$ cat src/rtl/hilo_muldiv_pkg.sv
// Shared types for the HI/LO multiply/divide unit: op codes, FSM states and divide latency.
package hilo_muldiv_pkg;

  localparam int unsigned DEF_DATA_WIDTH   = 32;
  localparam int unsigned DIV_FIXUP_CYCLES = 1;

  typedef enum logic [2:0] {
    OP_NOP   = 3'd0,
    OP_MULT  = 3'd1,
    OP_MULTU = 3'd2,
    OP_DIV   = 3'd3,
    OP_DIVU  = 3'd4,
    OP_MTHI  = 3'd5,
    OP_MTLO  = 3'd6,
    OP_RSVD  = 3'd7
  } op_t;

  typedef enum logic [1:0] {
    ST_IDLE = 2'd0,
    ST_MUL  = 2'd1,
    ST_DIV  = 2'd2
  } state_t;

  // Cycles from the accepting edge to the edge that writes HI/LO.
  function automatic int unsigned div_latency(input int unsigned width);
    return width + DIV_FIXUP_CYCLES;
  endfunction

endpackage

$ cat src/rtl/hilo_muldiv_div_iter.sv
// Restoring radix-2 divider: first quotient bit at the start edge, one bit per cycle after,
// then a sign-fixup edge that registers quotient/remainder and pulses done.
module div_iter
  import hilo_muldiv_pkg::*;
#(
  parameter int unsigned DATA_WIDTH = DEF_DATA_WIDTH
) (
  input  logic                  clk,
  input  logic                  rst,
  input  logic                  start,
  input  logic                  abort,
  input  logic                  signed_op,
  input  logic [DATA_WIDTH-1:0] dividend,
  input  logic [DATA_WIDTH-1:0] divisor,
  output logic                  done,
  output logic [DATA_WIDTH-1:0] quotient,
  output logic [DATA_WIDTH-1:0] remainder
);

  localparam int unsigned W     = DATA_WIDTH;
  localparam int unsigned CNT_W = $clog2(W);

  logic             running;
  logic [CNT_W-1:0] cnt;
  logic [W-1:0]     rem;
  logic [W-1:0]     quo;
  logic [W-1:0]     dvs;
  logic [W-1:0]     raw_dividend;
  logic             neg_q;
  logic             neg_r;
  logic             div_zero;
  logic [W-1:0]     a_abs_c;
  logic [W-1:0]     b_abs_c;

  assign a_abs_c = (signed_op && dividend[W-1]) ? (~dividend + W'(1)) : dividend;
  assign b_abs_c = (signed_op && divisor[W-1])  ? (~divisor + W'(1))  : divisor;

  // One restoring step: shift in the next dividend bit, subtract if it fits.
  function automatic logic [2*W-1:0] div_step(input logic [W-1:0] r, input logic [W-1:0] q,
                                              input logic [W-1:0] d);
    logic [W:0] sh;
    logic [W:0] diff;
    sh   = {r, q[W-1]};
    diff = sh - {1'b0, d};
    if (diff[W]) return {sh[W-1:0], q[W-2:0], 1'b0};
    else         return {diff[W-1:0], q[W-2:0], 1'b1};
  endfunction

  always_ff @(posedge clk or negedge rst) begin
    if (!rst) begin
      running      <= 1'b0;
      done         <= 1'b0;
      cnt          <= '0;
      rem          <= '0;
      quo          <= '0;
      dvs          <= '0;
      raw_dividend <= '0;
      neg_q        <= 1'b0;
      neg_r        <= 1'b0;
      div_zero     <= 1'b0;
      quotient     <= '0;
      remainder    <= '0;
    end else if (abort) begin
      running <= 1'b0;
      done    <= 1'b0;
    end else if (start) begin
      running      <= 1'b1;
      done         <= 1'b0;
      cnt          <= CNT_W'(W - 1);
      {rem, quo}   <= div_step('0, a_abs_c, b_abs_c);
      dvs          <= b_abs_c;
      raw_dividend <= dividend;
      neg_q        <= signed_op & (dividend[W-1] ^ divisor[W-1]);
      neg_r        <= signed_op & dividend[W-1];
      div_zero     <= (divisor == '0);
    end else begin
      done <= 1'b0;
      if (running) begin
        if (cnt != '0) begin
          {rem, quo} <= div_step(rem, quo, dvs);
          cnt        <= cnt - CNT_W'(1);
        end else begin
          running <= 1'b0;
          done    <= 1'b1;
          if (div_zero) begin
            quotient  <= '1;
            remainder <= raw_dividend;
          end else begin
            quotient  <= neg_q ? (~quo + W'(1)) : quo;
            remainder <= neg_r ? (~rem + W'(1)) : rem;
          end
        end
      end
    end
  end

endmodule

$ cat src/rtl/hilo_muldiv.sv
// HI/LO register pair with a pipelined multiplier and an iterative divider beside EX.
module hilo_muldiv
  import hilo_muldiv_pkg::*;
#(
  parameter int unsigned DATA_WIDTH = DEF_DATA_WIDTH,
  parameter int unsigned MUL_STAGES = 2
) (
  input  logic                  clk,
  input  logic                  rst,
  input  logic                  start,
  input  logic [2:0]            op,
  input  logic [DATA_WIDTH-1:0] operand_a,
  input  logic [DATA_WIDTH-1:0] operand_b,
  input  logic                  flush,
  output logic                  busy,
  output logic                  done,
  output logic [DATA_WIDTH-1:0] hi,
  output logic [DATA_WIDTH-1:0] lo
);

  localparam int unsigned W       = DATA_WIDTH;
  localparam int unsigned DIV_LAT = div_latency(W);
  localparam int unsigned LAT_MAX = (DIV_LAT > MUL_STAGES) ? DIV_LAT : MUL_STAGES;
  localparam int unsigned CNT_W   = $clog2(LAT_MAX + 1);

  op_t              op_e;
  state_t           state, state_d;
  logic [CNT_W-1:0] cnt, cnt_d;
  logic             busy_d, done_d;
  logic [W-1:0]     hi_d, lo_d;
  logic             div_start, div_abort;
  logic             div_done;
  logic [W-1:0]     div_quo, div_rem;
  logic             mul_signed;
  logic [2*W-1:0]   mul_a, mul_b, mul_prod;
  logic [2*W-1:0]   mul_pipe [MUL_STAGES];

  assign op_e       = op_t'(op);
  assign mul_signed = (op_e == OP_MULT);
  assign mul_a      = {{W{mul_signed & operand_a[W-1]}}, operand_a};
  assign mul_b      = {{W{mul_signed & operand_b[W-1]}}, operand_b};
  assign mul_prod   = mul_a * mul_b;

  // Free-running product pipeline; stage k holds the accepted product after edge k.
  always_ff @(posedge clk or negedge rst) begin
    if (!rst) begin
      for (int i = 0; i < int'(MUL_STAGES); i++) mul_pipe[i] <= '0;
    end else begin
      mul_pipe[0] <= mul_prod;
      for (int i = 1; i < int'(MUL_STAGES); i++) mul_pipe[i] <= mul_pipe[i-1];
    end
  end

  div_iter #(.DATA_WIDTH(W)) u_div (
    .clk       (clk),
    .rst       (rst),
    .start     (div_start),
    .abort     (div_abort),
    .signed_op (op_e == OP_DIV),
    .dividend  (operand_a),
    .divisor   (operand_b),
    .done      (div_done),
    .quotient  (div_quo),
    .remainder (div_rem)
  );

  always_ff @(posedge clk or negedge rst) begin
    if (!rst) begin
      state <= ST_IDLE;
      cnt   <= '0;
      busy  <= 1'b0;
      done  <= 1'b0;
      hi    <= '0;
      lo    <= '0;
    end else begin
      state <= state_d;
      cnt   <= cnt_d;
      busy  <= busy_d;
      done  <= done_d;
      hi    <= hi_d;
      lo    <= lo_d;
    end
  end

  // busy drops one cycle before the result edge, so it covers latency-1 cycles.
  always_comb begin
    state_d   = state;
    cnt_d     = cnt;
    busy_d    = 1'b0;
    done_d    = 1'b0;
    hi_d      = hi;
    lo_d      = lo;
    div_start = 1'b0;
    div_abort = 1'b0;
    case (state)
      ST_IDLE: begin
        if (start && !flush) begin
          case (op_e)
            OP_MULT, OP_MULTU: begin
              state_d = ST_MUL;
              cnt_d   = CNT_W'(MUL_STAGES - 1);
              busy_d  = (MUL_STAGES > 1);
            end
            OP_DIV, OP_DIVU: begin
              state_d   = ST_DIV;
              cnt_d     = CNT_W'(DIV_LAT - 1);
              busy_d    = 1'b1;
              div_start = 1'b1;
            end
            OP_MTHI: hi_d = operand_a;
            OP_MTLO: lo_d = operand_a;
            default: ;
          endcase
        end
      end
      ST_MUL: begin
        if (flush) begin
          state_d = ST_IDLE;
        end else if (cnt == '0) begin
          {hi_d, lo_d} = mul_pipe[MUL_STAGES-1];
          done_d       = 1'b1;
          state_d      = ST_IDLE;
        end else begin
          cnt_d  = cnt - CNT_W'(1);
          busy_d = (cnt != CNT_W'(1));
        end
      end
      ST_DIV: begin
        if (flush) begin
          div_abort = 1'b1;
          state_d   = ST_IDLE;
        end else if (div_done) begin
          hi_d    = div_rem;
          lo_d    = div_quo;
          done_d  = 1'b1;
          state_d = ST_IDLE;
        end else begin
          cnt_d  = cnt - CNT_W'(1);
          busy_d = (cnt != CNT_W'(1));
        end
      end
      default: state_d = ST_IDLE;
    endcase
  end

endmodule

$ cat config.mk
export PLATFORM = sky130hd
export DESIGN_NAME = hilo_muldiv
export DESIGN_NICKNAME = d
export VERILOG_FILES = /design/src/rtl/hilo_muldiv_pkg.sv /design/src/rtl/hilo_muldiv_div_iter.sv /design/src/rtl/hilo_muldiv.sv
export SDC_FILE = /design/constraint.sdc
export NUM_CORES = 2
export LEC_CHECK = 0
export BUFFER_PORTS_ARGS = -buffer_cell sky130_fd_sc_hd__buf_2
export CORE_MARGIN = 2
export CORE_UTILIZATION = 50
export CTS_CLUSTER_SIZE = 40
export DETAILED_ROUTE_END_ITERATION = 10
export GPL_TIMING_DRIVEN = 0
export PLACE_DENSITY = 0.69
export SYNTH_ARGS = -nofsm -noshare
export SYNTH_HDL_FRONTEND = slang
export SYNTH_SLANG_ARGS = --single-unit
$ cat constraint.sdc
create_clock -name clk -period 3.1 [get_ports clk]
set_input_delay 0.465 -clock clk [delete_from_list [all_inputs] [get_ports clk]]
set_output_delay 0.465 -clock clk [all_outputs]
set_load 0.01 [all_outputs]
==> After elaboration in Yosys (flattened, before gate mapping) <==
Index checks and enable logic that the tools add are counted.
{ "word_totals": {"word_cells": 153, "regBits": 404, "output_inout_bits": 66, "input_bits": 71} }
{ "op_classes": {"n_addsub": 8, "n_mul": 1, "eq_ne": 21, "bitwise": 12, "reduce_logical": 21, "mux": 70} }
{ "ops": {"columns": ["op", "count"], "rows": [
  ["32-bit 2-to-1 mux", 24],
  ["32-bit case mux with 3 select lines", 2],
  ["32-bit by 1-bit adder with 32-bit output, second input constant", 4],
  ["64-bit 2-to-1 mux", 2],
  ["32-bit inverter", 4],
  ["33-bit by 33-bit multiplier with 64-bit output", 1],
  ["1-bit by 32-bit subtractor with 33-bit output", 1],
  ["33-bit by 32-bit subtractor with 33-bit output", 1],
  ["32-bit logical NOT", 1],
  ["6-bit 2-to-1 mux", 5],
  ["1-bit 2-to-1 mux", 23],
  ["7-bit AND reduction", 3],
  ["6-bit case mux with 3 select lines", 1],
  ["5-bit 2-to-1 mux", 3],
  ["2-bit inequality test, second input constant", 6],
  ["6-bit case mux with 2 select lines", 1],
  ["2-bit 2-to-1 mux", 5],
  ["3-bit == test, second input constant", 3],
  ["4-bit AND reduction", 2],
  ["3-bit by 2-bit == test with 1-bit output, second input constant", 2],
  ["6-bit logical NOT", 1],
  ["2-bit by 1-bit inequality test with 1-bit output, second input constant", 3],
  ["6-bit by 1-bit inequality test with 1-bit output, second input constant", 1],
  ["2-bit case mux with 3 select lines", 1],
  ["other kinds (24)", 33]
]} }

==> Longest topological paths before layout <==
{ "logic_depth": {"ltp_word": 7, "ltp_mapped": 31, "mapped_depth_nobuf": 28} }

==> By module <==
A second synthesis with hierarchy kept.
{ "hier_totals": {"hier_cells": 6400, "hier_area_um2": 58803.9} }
{ "modules_own_cells": {"columns": ["mod", "seq_area_each_um2", "instances", "cells_each", "area_per_inst_um2"], "rows": [
  ["hilo_muldiv", 5054.8, 1, 4723, 45178.3],
  ["div_iter", 5054.8, 1, 1677, 13625.6]
]} }

==> Worst setup path after synthesis <==
Ideal clock, no wire load.
{ "synth_timing": {"path_kind": "input port to flip-flop", "startpoint": "input port op[1]", "endpoint": "register mul_pipe[123] in the netlist's numbering", "arrival_ns": 7.979, "setup_time_ns": 0.069, "cell_stages": 26, "slack_ns": -4.948, "path_buffers": 4, "cell_sequence": "clkbuf_1 -> nor3b_1 -> clkbuf_1 -> clkbuf_1 -> and3_1 -> fa_1 -> fa_1 -> fa_1 -> inv_1 -> fa_1 -> fa_1 -> fa_1 -> fa_1 -> fa_1 -> inv_1 -> ha_1 -> clkbuf_1 -> nand2_1 -> nor2_1 -> nand4_1 -> a2111o_1 -> a31o_2 -> a21oi_1 -> o21ai_0 -> a211o_1 -> nand3_1"} }
{ "synth_via": {"elab_chain_cells": 3} }
{ "synth_rtl": {"columns": ["item", "line_no", "source"], "rows": [
  ["start: declaration", "hilo_muldiv.sv:11", "input logic [2:0] op,"],
  ["3-bit by 1-bit == test with 1-bit output *", "hilo_muldiv.sv:39", "assign mul_signed = (op_e == OP_MULT);"],
  ["1-bit bitwise AND, on equally long branches", "hilo_muldiv.sv:40, hilo_muldiv.sv:41", null],
  ["33-bit by 33-bit multiplier with 64-bit output *", "hilo_muldiv.sv:42", "assign mul_prod = mul_a * mul_b;"],
  ["via mul_prod[59]", "hilo_muldiv.sv:35", "logic [2*W-1:0] mul_a, mul_b, mul_prod;"],
  ["end: declaration", "hilo_muldiv.sv:36", "logic [2*W-1:0] mul_pipe [MUL_STAGES];"]
]} }
The timed path passes the listed nets; every way through them passes the cells marked *.
A chain may end at the register's enable or synchronous reset.

==> Worst setup path in the final report <==
{ "layout_timing": {"startpoint": "input port op[2]", "endpoint": "register mul_pipe[127] in the netlist's numbering"} }
Same word-level chain as after synthesis.

==> flow_metrics.tcl <==
set metrics [dict create \
    status "finished with violations" \
    violations "setup timing" \
    clkTransAtPathRegs_ns 0.07 \
    gp_congestion 1.04 \
    yosysWarnings 0 \
    track_usage 0.402 \
    synth_edf_count 0 \
    first_global_vias 50600 \
    hold_class "in2reg" \
    synth_compound_area_frac 0.0972 \
    yosys-mux-area-fraction 0.00315 \
    cp-end-kind "flop" \
    numCtsBuffers 41 \
    drive_above_1_share 0.157 \
    critical-path-max-stage-delay_ns 0.66 \
    clkLatencyLatePin_ns 0.61 \
    final_common_cell "inv_1" \
    holdPathEnd "done" \
    fin_util 0.600 \
    r2r_slack_ns -0.49 \
    avgRoutedWirePerCell_um 28.7 \
    crit_path_max_fanout 6 \
    start_kind "input pin" \
    cts.sinks 404 \
    cts_max_path_buffers 3 \
    fin_crit_ns 7.87 \
    synth-simple-area-share 0.155 \
    synth_flop_cell "dfrtp_1" \
    whs_ns 0.0865 \
    syn_area_mm2 0.0588 \
    die_x_um 347 \
    core_mm2 0.117 \
    path_class "in2reg" \
    io_buffers 117 \
    hpwlAfterDp_mm 191 \
    r2r-start "u_div.rem[26]" \
    path_delay_family "adder cells" \
    worstHoldStart "flush" \
    grt_pass1_wl_mm 348 \
    worstReg2RegEnd "u_div.rem[31]" \
    final_cell_mix "1145 x inv_1, 1077 x fa_1, 1050 x nand2_1" \
    fin_ws_ns -4.77 \
    cp_data_arrival_time_ns 8.30 \
    synth_top_family_by_area "adder cells" \
    cpMostUsedCell "fa_1" \
    critical_path_buf_inv_count 9 \
    slew_viol_final 0 \
    hold_viol 0 \
    fin_nets 8285 \
    tightest_slew_ns 1.20 \
    synthAdderAreaFrac 0.438 \
    ys_ff_latch 404 \
    dr.first_iter.drc_count 5945 \
    antenna_found_initial 17 \
    wl_mm 241 \
    dp.cells 8144 \
    min_period_over_period 2.54 \
    holdPathStages 2 \
    h-tree-depth 2 \
    final_cells 8396 \
    die-height_um 347 \
    rows 125 \
    viasPerCell 5.97 \
    initial_core_util 0.505 \
    rr_worst_depth 10 \
    first_pass_iters 6 \
    ys_types 82 \
    synth_xor_area_frac 0.0317 \
    max-cap-violations 0 \
    syn_nets 7956 \
    vias 50100 \
    synthCells 6500 \
    rsz0062_at_grt "true" \
    fill_cells 9964 \
    grt_max_degree 122 \
    slowest_stage "fa_2" \
    finalSetupViolCount 114 \
    ant_nets 0 \
    die_area_mm2 0.120 \
    grt-ovfl-total 0 \
    tns_ns -223.34 \
    areaGrowthSynthToFinish_pct 18.9 \
    skew_ns 0.0189 \
    cp.required_ns 3.53 \
    fmax_mhz 127 \
    relSlewSlack 0.191 \
    route.detailed.drc 0 \
    yosysSeqAreaShare 0.172 \
    clockRootBuffer "clkbuf_16" \
    async_flop_share 1.00 \
    cts_tree "yes" \
    postSynthAreaPerCell_um2 9.05 \
    io_pins 137 \
]
## kinds of logic (layout without fill, tap and decap cells)
logic type / Yosys count / after routing
XOR/XNOR: 212 / 212
buffers and inverters: 1613 / 1973
AND/OR/NAND/NOR: 1998 / 1998
flip-flops: 404 / 404
AO/OA/AOI/OAI: 870 / 870
other: 0 / 12
adder cells (fa/ha/maj): 1385 / 1385
multiplexers: 18 / 18
## through the flow
step                instance area, um2  setup slack (ns)
floorplan                        61100             -4.50
global placement                 63600             -6.71
detailed placement               63700             -6.71
CTS                              68200             -4.57
global route                     69900             -4.85
finish                           69900             -4.77
## worst max-delay path by stage
stage | startpoint | to | slack [ns] | cells after the start
after global routing | op[2] | mul_pipe[127] | -4.85 | 30
after detailed placement | operand_b[25] | mul_pipe[111] | -6.71 | 27
after CTS | op[1] | mul_pipe[127] | -4.57 | 30
after floorplan | op[2] | mul_pipe[125] | -4.50 | 27
after global placement | operand_b[25] | mul_pipe[111] | -6.71 | 27
final | op[2] | mul_pipe[127] | -4.77 | 30
## per-layer routing
layer	vias to the layer above	part of all wire	track usage
met2	3190	0.42	0.585
met1	25600	0.38	0.532
li1	20600	-	-
met5	-	0.00038	0
met3	735	0.12	0.117
met4	14	0.078	0.243
## final cells by class
type,count,area [um2],area share
tap,1524,1910,0.0273
clock inverter,26,255,0.00365
sequential,404,10100,0.145
buffer,403,4380,0.0627
inverter,1202,4560,0.0652
clock buffer,48,1100,0.0158
antenna,12,30.0,0.000429
multi-input combinational,4483,45200,0.646
timing repair buffer,294,2370,0.0338
## registers in the layout, summed over array words and instances (netlist names), 2 cells and up
signal	count
u_div.rem	32
hi	32
lo	32
u_div.quo	32
u_div.cnt	5
u_div.dvs	32
u_div.raw_dividend	32
mul_pipe	128
u_div.remainder	32
cnt	6
u_div.quotient	32
state	2
## cells in the mapped netlist, drive strengths merged (9+ instances only)
library cell	n	share of area
a211oi	81	0.010
a21boi	9	0.0011
a21o	106	0.014
a21oi	199	0.017
a22oi	69	0.0088
a311oi	10	0.0015
a31oi	47	0.0050
and2	322	0.034
and3	40	0.0043
buf	95	0.0063
clkbuf	316	0.020
dfrtp	404	0.17
fa	1126	0.38
ha	259	0.055
inv	1201	0.077
mux2i	14	0.0024
nand2	1083	0.069
nand2b	21	0.0022
nand3	52	0.0044
nand3b	10	0.0013
nand4	22	0.0023
nand4b	9	0.0013
nor2	294	0.019
nor2b	18	0.0019
nor3	39	0.0035
nor4	24	0.0029
o211ai	11	0.0014
o21a	17	0.0022
o21ai	179	0.015
o21bai	13	0.0017
o31ai	30	0.0038
o41ai	19	0.0031
or2	12	0.0013
or3	11	0.0012
or4	18	0.0024
xnor2	102	0.015
xor2	110	0.016
## timing repair
action,CTS,global route
buffers inserted,85,90
endpoints found under the hold margin,80,0
pin swaps,126,171
gates resized for setup,585,257
setup endpoints to repair,208,259
hold buffers,1,0
gates cloned,0,1
Power is not shown: default switching activity piles up to over one toggle a cycle in this logic, so the estimate is an artifact.
